--- config.mk ---
export PLATFORM = sky130hd
export DESIGN_NAME = core_seq_ctrl
export DESIGN_NICKNAME = d
export VERILOG_FILES = /design/src/rtl/core_seq_ctrl.sv
export SDC_FILE = /design/constraint.sdc
export NUM_CORES = 1
export LEC_CHECK = 0
export BUFFER_PORTS_ARGS = -buffer_cell sky130_fd_sc_hd__buf_2
export CORE_MARGIN = 3
export CORE_UTILIZATION = 49
export CTS_CLUSTER_DIAMETER = 80
export DETAILED_ROUTE_END_ITERATION = 10
export HOLD_SLACK_MARGIN = 0.12
export PLACE_DENSITY = 0.82
export RECOVER_POWER = 25
export SKIP_LAST_GASP = 1
export SYNTH_ARGS = -nofsm -noshare
export SYNTH_HDL_FRONTEND = slang
export SYNTH_SLANG_ARGS = --single-unit
--- constraint.sdc ---
create_clock -name clk -period 2.9 [get_ports clk]
set_input_delay 0 -clock clk [delete_from_list [all_inputs] [get_ports clk]]
set_output_delay 0 -clock clk [all_outputs]
set_load 0.1 [all_outputs]
--- src/rtl/core_seq_ctrl.sv ---
// core_seq_ctrl: multi-cycle RV32I sequencer (PC, IR, FSM, ALU controls, shared memory port arbitration)
// Ports:
//   clk, rst_n                 clock, asynchronous active-low reset
//   mem_req/we/addr/funct3     single memory port, shared by fetch (word at pc) and load/store
//   mem_wdata                  store data (ALU result, alu_op 4 passes rs2)
//   mem_ready, mem_rdata       request completes when mem_ready is sampled high with mem_req
//   pc                         current program counter
//   alu_op, addr_alu_op        operation selects for the shared ALU and address ALU
//   funct3, imm                IR[14:12] and the decoded immediate
//   alu_out, addr_alu_out      ALU results fed back for next-PC, memory address and write data
//   cmp_out, alu_fault         branch compare result, ALU illegal-funct7 flag
//   rs1_idx, rs2_idx, rd_idx   register indices from IR
//   rf_we, wb_sel, rf_wdata    register write strobe, source select and the selected write data
//   trap, trap_cause           sticky halt flag and its cause code
module core_seq_ctrl #(
    parameter logic [31:0] RESET_PC = 32'h0000_0000
) (
    input  logic        clk,
    input  logic        rst_n,
    output logic        mem_req,
    output logic        mem_we,
    output logic [31:0] mem_addr,
    output logic [2:0]  mem_funct3,
    output logic [31:0] mem_wdata,
    input  logic        mem_ready,
    input  logic [31:0] mem_rdata,
    output logic [31:0] pc,
    output logic [2:0]  alu_op,
    output logic [1:0]  addr_alu_op,
    output logic [2:0]  funct3,
    output logic [31:0] imm,
    input  logic [31:0] alu_out,
    input  logic [31:0] addr_alu_out,
    input  logic        cmp_out,
    input  logic        alu_fault,
    output logic [4:0]  rs1_idx,
    output logic [4:0]  rs2_idx,
    output logic [4:0]  rd_idx,
    output logic        rf_we,
    output logic [1:0]  wb_sel,
    output logic [31:0] rf_wdata,
    output logic        trap,
    output logic [1:0]  trap_cause
);
    typedef enum logic [2:0] {
        S_IDLE, S_FETCH, S_DECODE, S_EXEC, S_MEM, S_WB, S_TRAP
    } state_t;

    localparam logic [6:0] OPC_LUI    = 7'b0110111;
    localparam logic [6:0] OPC_AUIPC  = 7'b0010111;
    localparam logic [6:0] OPC_JAL    = 7'b1101111;
    localparam logic [6:0] OPC_JALR   = 7'b1100111;
    localparam logic [6:0] OPC_BRANCH = 7'b1100011;
    localparam logic [6:0] OPC_LOAD   = 7'b0000011;
    localparam logic [6:0] OPC_STORE  = 7'b0100011;
    localparam logic [6:0] OPC_OPIMM  = 7'b0010011;
    localparam logic [6:0] OPC_OP     = 7'b0110011;
    localparam logic [6:0] OPC_FENCE  = 7'b0001111;
    localparam logic [6:0] OPC_SYSTEM = 7'b1110011;

    state_t      state_q, state_d;
    logic [31:0] pc_q, pc_d;
    logic [31:0] ir_q, ir_d;
    logic [31:0] ld_q, ld_d;
    logic        trap_q, trap_d;
    logic [1:0]  cause_q, cause_d;

    logic [6:0]  opc;
    logic        is_lui, is_auipc, is_jal, is_jalr, is_branch, is_load;
    logic        is_store, is_opimm, is_op, is_fence, is_system;
    logic        known, writes_rd, alu_flt, misaligned;
    logic [31:0] pc_plus4, next_pc;

    assign opc       = ir_q[6:0];
    assign is_lui    = opc == OPC_LUI;
    assign is_auipc  = opc == OPC_AUIPC;
    assign is_jal    = opc == OPC_JAL;
    assign is_jalr   = opc == OPC_JALR;
    assign is_branch = opc == OPC_BRANCH;
    assign is_load   = opc == OPC_LOAD;
    assign is_store  = opc == OPC_STORE;
    assign is_opimm  = opc == OPC_OPIMM;
    assign is_op     = opc == OPC_OP;
    assign is_fence  = opc == OPC_FENCE;
    assign is_system = opc == OPC_SYSTEM;

    assign known = is_lui | is_auipc | is_jal | is_jalr | is_branch | is_load |
                   is_store | is_opimm | is_op | is_fence | is_system;
    assign writes_rd = is_lui | is_auipc | is_jal | is_jalr | is_opimm | is_op;

    assign funct3  = ir_q[14:12];
    assign rs1_idx = ir_q[19:15];
    assign rs2_idx = ir_q[24:20];
    assign rd_idx  = ir_q[11:7];
    assign pc      = pc_q;
    assign trap    = trap_q;
    assign trap_cause = cause_q;

    // ALU controls depend only on IR so they stay valid through EXEC and MEM.
    assign alu_op = (is_jal | is_jalr) ? 3'd1 :
                    is_opimm           ? 3'd5 :
                    is_op              ? 3'd6 :
                    is_store           ? 3'd4 : 3'd0;
    assign addr_alu_op = (is_auipc | is_jal | is_branch)  ? 2'd1 :
                         (is_jalr | is_load | is_store)   ? 2'd2 : 2'd0;
    assign wb_sel = is_load ? 2'd2 : is_auipc ? 2'd1 : 2'd0;
    assign rf_wdata = is_load ? ld_q : is_auipc ? addr_alu_out : alu_out;
    assign mem_wdata = alu_out;

    // OP shares the I-type immediate so imm[11:5] carries funct7 to the ALU.
    always_comb begin
        imm = {{20{ir_q[31]}}, ir_q[31:20]};
        case (opc)
            OPC_STORE:          imm = {{20{ir_q[31]}}, ir_q[31:25], ir_q[11:7]};
            OPC_BRANCH:         imm = {{19{ir_q[31]}}, ir_q[31], ir_q[7], ir_q[30:25], ir_q[11:8], 1'b0};
            OPC_LUI, OPC_AUIPC: imm = {ir_q[31:12], 12'd0};
            OPC_JAL:            imm = {{11{ir_q[31]}}, ir_q[31], ir_q[19:12], ir_q[20], ir_q[30:21], 1'b0};
            default:            ;
        endcase
    end

    assign pc_plus4 = pc_q + 32'd4;
    assign next_pc  = (is_jal | (is_branch & cmp_out)) ? addr_alu_out :
                      is_jalr ? (addr_alu_out & ~32'd1) : pc_plus4;
    assign alu_flt    = alu_fault & (is_op | is_opimm);
    assign misaligned = next_pc[1:0] != 2'b00;

    always_comb begin
        state_d    = state_q;
        pc_d       = pc_q;
        ir_d       = ir_q;
        ld_d       = ld_q;
        trap_d     = trap_q;
        cause_d    = cause_q;
        rf_we      = 1'b0;
        mem_req    = 1'b0;
        mem_we     = 1'b0;
        mem_addr   = pc_q;
        mem_funct3 = 3'b010;
        case (state_q)
            S_IDLE: state_d = S_FETCH;
            S_FETCH: begin
                mem_req = 1'b1;
                if (mem_ready) begin
                    ir_d    = mem_rdata;
                    state_d = S_DECODE;
                end
            end
            S_DECODE: begin
                if (!known || is_system) begin
                    state_d = S_TRAP;
                    trap_d  = 1'b1;
                    cause_d = is_system ? 2'd3 : 2'd0;
                end else begin
                    state_d = S_EXEC;
                end
            end
            S_EXEC: begin
                if (is_load || is_store) begin
                    state_d = S_MEM;
                end else if (alu_flt || misaligned) begin
                    state_d = S_TRAP;
                    trap_d  = 1'b1;
                    cause_d = alu_flt ? 2'd1 : 2'd2;
                end else begin
                    rf_we   = writes_rd && (rd_idx != 5'd0);
                    pc_d    = next_pc;
                    state_d = S_FETCH;
                end
            end
            S_MEM: begin
                mem_req    = 1'b1;
                mem_we     = is_store;
                mem_addr   = addr_alu_out;
                mem_funct3 = ir_q[14:12];
                if (mem_ready) begin
                    ld_d    = is_store ? ld_q : mem_rdata;
                    pc_d    = is_store ? pc_plus4 : pc_q;
                    state_d = is_store ? S_FETCH : S_WB;
                end
            end
            S_WB: begin
                rf_we   = rd_idx != 5'd0;
                pc_d    = pc_plus4;
                state_d = S_FETCH;
            end
            S_TRAP: state_d = S_TRAP;
            default: state_d = S_IDLE;
        endcase
    end

    always_ff @(posedge clk or negedge rst_n) begin
        if (!rst_n) begin
            state_q <= S_IDLE;
            pc_q    <= RESET_PC;
            ir_q    <= 32'h0000_0013;
            ld_q    <= 32'd0;
            trap_q  <= 1'b0;
            cause_q <= 2'd0;
        end else begin
            state_q <= state_d;
            pc_q    <= pc_d;
            ir_q    <= ir_d;
            ld_q    <= ld_d;
            trap_q  <= trap_d;
            cause_q <= cause_d;
        end
    end
endmodule

==> summary.md <==
- result of the run: complete, but fails checks
- violated checks: capacitance limit, slew limit
- post-synthesis register bit count: 102
- count of vias placed by the detailed router: 6,972
- Filler Cell Count: 1,009
- met1 WL: 9.53 mm
- count of max-cap constraint violations: 1
- Reg area: 2560 µm²
- relative area change from synthesis to final layout: 40.9%
- Max Root-Sink Buffers: 2
- Unique masters post-synth: 59
- remaining global-route overflow: 0
- first-pass GRT wire length: 35.9 mm
- overall die width: 124 µm
- portion of the clock cycle consumed by the worst path in the final layout: 93.4%
- cells along the critical path: or3b_1 -> a2111o_1 -> o31ai_1 -> and3_1 -> a32oi_1 -> a21oi_2 -> clkbuf_4
- maximum operating frequency: 369 MHz
- Worst Hold End: pc[19]
- CP max-delay cell: sky130_fd_sc_hd__dfrtp_1
- detailed-route wire length per cell: 19.9 µm
- maximum single-stage delay on the critical path: 0.51 ns
- top-level I/O count: 295
- setup slack on the worst flop-to-flop path: 0.56 ns
- final critical delay including setup and external delays: 2.71 ns
- Total Nets Final: 1,126
- class of the worst hold path: input port to register
- synthesized netlist cell count: 735
- Worst Hold Depth: 4
- layout cells sized above 1: 42.2%
- endpoint of the lowest-slack register-to-register path: ld_q[31]
- Hold Vio Cnt, Final: 0
- Clock H-tree levels: 3
- class of the most critical setup path: register to primary output
- Worst Reg2Reg Path Length in Cells: 5
- post-layout worst setup margin: 0.191 ns
- DRC marker count from the first detailed-route iteration: 658
- Post-Route Hold Slack: 0.153 ns
- data required time of the worst path: 2.90 ns
- die boundary height: 124 µm
- Synth Area per Inst: 9.31 µm²
- global-route usage over all layers: 30.1%
- final setup vio count: 0
- Total Die Area: 15,400 µm²
- antenna fix cells: 0
- HPWL after DPL: 17.3 mm
- Port Buf Inserts: 294
- max layer used: met4
- total DRC errors in the routed layout: 0
- detail-routed via count per cell: 5.79
- reg-to-reg critical path startpoint: ir_q[3]
- Slew @ Worst Pin: 1.55 ns
- weighted congestion reported at the end of routability-driven placement: 0.927
- number of buffers added by the clock tree synthesis step: 9
- worst setup slack after placement: 0.498 ns
- maximum fanout along the worst path: 15
- total number of yosys warnings: 0
- Placeable Area: 13,500 µm²
- ys async rst share: 100%
- synth top area cells: sky130_fd_sc_hd__dfrtp_1 (36%), sky130_fd_sc_hd__mux2_2 (15%), sky130_fd_sc_hd__buf_4 (6.3%)
- met2 wire length: 11.9 mm
- total instance count after detailed placement: 1,126
- share of the core filled with cells: 71.7%
- Total Wirelength: 23.9 mm
- top cell type's share of synthesized area: 36.2%
- dominant delay contributor by cell family on the critical path: compound AO/OA/AOI/OAI gates
- number of nets still failing antenna checks after routing: 0
- clock transition at the register clock pins on the worst setup and hold paths after CTS: 0.07 ns
- number of cells in the finished layout apart from fillers: 1,205
- post-route clock skew: 0.0125 ns
- data arrival at the endpoint of the critical path: 2.71 ns
- clock tree from TritonCTS: done
- final max-slew violation count: 63
- static leakage: 4.61 nW
- total met3 wirelength after detailed routing: 1.90 mm
- capturing element type of the critical path: primary output
- count of clock tree sinks: 102
- dominant cell by count in the synthesized netlist: sky130_fd_sc_hd__dfrtp_1
- clock root buffer: sky130_fd_sc_hd__clkbuf_16
- first-pass iteration count of the detailed router: 5
- launching element type of the critical path: register
- critical path depth in cells: 7
- initial antenna violation count: 0
- main flop type after synthesis: sky130_fd_sc_hd__dfrtp_1
- cell type with the highest aggregate area in the netlist: sky130_fd_sc_hd__dfrtp_1
- Initial Utilization: 50.9%
- Clock Latency Late Sink: 0.35 ns
- total nets after synthesis: 837
- Pwr Density: 348 nW/µm²
- top cells by count, synth: sky130_fd_sc_hd__dfrtp_1 (99), sky130_fd_sc_hd__mux2_2 (92), sky130_fd_sc_hd__nand2_1 (79)
- unrepaired setup endpoints after global routing: no
- number of core rows: 42
- register area share after synthesis: 37.4%
- largest net degree at the start of global routing: 63
- area of the mapped netlist: 6840 µm²
- worst supply voltage drop on vdd: 0.259 mV
- launch point of the worst hold path: addr_alu_out[19]
- Crit path buffers/inverters: 1
- area taken by multi-input logic gates: 3730 µm²
- worst relative slew slack: -3.64%
- number of enable-type register cells in the synthesized netlist: 0
- number of global-route vias before repair: 6,560
worst max path at each step:
stage,start,endpoint
finish,ir_q[3],rf_we
global route,ir_q[3],rf_we
CTS,ir_q[3],rf_we
detailed placement,ir_q[3],rf_we
global placement,ir_q[3],rf_we
floorplan,ir_q[4],rf_wdata[22]
per-stage QoR:
| stage | total power, mW | TNS, ns | instance area, µm² |
|---|---|---|---|
| after floorplan | 1.87 | -0.240 | 6960 |
| after global placement | 2.11 | 0 | 8760 |
| after detailed placement | 2.11 | 0 | 8760 |
| after CTS | 3.37 | 0 | 9690 |
| after global routing | 3.45 | 0 | 9640 |
| final | 3.35 | 0 | 9640 |
sequential cells by signal, indices dropped and copies added (netlist names):
signal,flops
state_q,3
ld_q,32
ir_q,32
pc,32
trap_cause,2
trap,1
cells in the final DEF (no fill, tap or decap), types with 7 or more instances in the layout:
| cell | n |
|---|---|
| sky130_fd_sc_hd__dlygate4sd3_1 | 63 |
| sky130_fd_sc_hd__a21o_1 | 20 |
| sky130_fd_sc_hd__nor2_1 | 37 |
| sky130_fd_sc_hd__o21ai_0 | 28 |
| sky130_fd_sc_hd__buf_2 | 218 |
| sky130_fd_sc_hd__clkbuf_16 | 9 |
| sky130_fd_sc_hd__nor3_1 | 8 |
| sky130_fd_sc_hd__o21ai_1 | 12 |
| sky130_fd_sc_hd__inv_1 | 9 |
| sky130_fd_sc_hd__nor2b_1 | 7 |
| sky130_fd_sc_hd__nand2_1 | 79 |
| sky130_fd_sc_hd__clkbuf_1 | 39 |
| sky130_fd_sc_hd__mux2i_1 | 33 |
| sky130_fd_sc_hd__buf_4 | 19 |
| sky130_fd_sc_hd__mux2_2 | 92 |
| sky130_fd_sc_hd__buf_12 | 39 |
| sky130_fd_sc_hd__a21oi_1 | 26 |
| sky130_fd_sc_hd__o21ai_2 | 28 |
| sky130_fd_sc_hd__dfrtp_1 | 99 |
| sky130_fd_sc_hd__nand4_1 | 7 |
| sky130_fd_sc_hd__a31oi_1 | 12 |
| sky130_fd_sc_hd__a2bb2oi_1 | 10 |
| sky130_fd_sc_hd__o22ai_1 | 10 |
| sky130_fd_sc_hd__nand3_1 | 20 |
| sky130_fd_sc_hd__and2_1 | 13 |
| sky130_fd_sc_hd__and3_1 | 10 |
worst reg2reg max path, delay by kind of cell, from the launching register on:
family	cells	cell delay (ns)
AND/OR/NAND/NOR	2	0.73
flip-flops	1	0.51
multiplexers	1	0.39
buffers and inverters	1	0.32
AO/OA/AOI/OAI	1	0.29
power by group:
| part | switching (mW) | internal, mW |
|---|---|---|
| clock | 0.580 | 0.622 |
| sequential | 0 | 1.42 |
| combinational | 0.506 | 0.222 |
final cells by class:
class / instances / area share (%)
tap: 176 / 2.28
timing repair buffer: 380 / 29.1
sequential: 102 / 26.5
multi-input combinational: 522 / 38.7
inverter: 9 / 0.350
clock buffer: 10 / 2.48
clock inverter: 6 / 0.558
what timing repair did:
item / CTS / global route
endpoints found under the setup margin: 0 / 2
hold buffers: 63 / 0
hold endpoints to repair: 154 / 0
buffers inserted: 0 / 0
gates resized for setup: 0 / 2
logic make-up after synthesis:
| logic type | after synthesis | share of synthesized area (%) |
|---|---|---|
| mux | 125 | 20.0 |
| simple gates | 212 | 15.2 |
| flops | 102 | 37.4 |
| buf+inv | 111 | 10.1 |
| compound gates | 183 | 17.1 |
| xor+xnor | 1 | 0.128 |
| fa+ha+maj | 1 | 0.183 |
per-layer routing:
layer | global-route usage, % | vias up
li1 | - | 3195
met1 | 41.0 | 3320
met2 | 49.6 | 404
met3 | 4.63 | 53
met4 | 9.45 | 0
met5 | 0 | -
Power figures use the tool's default switching activity.
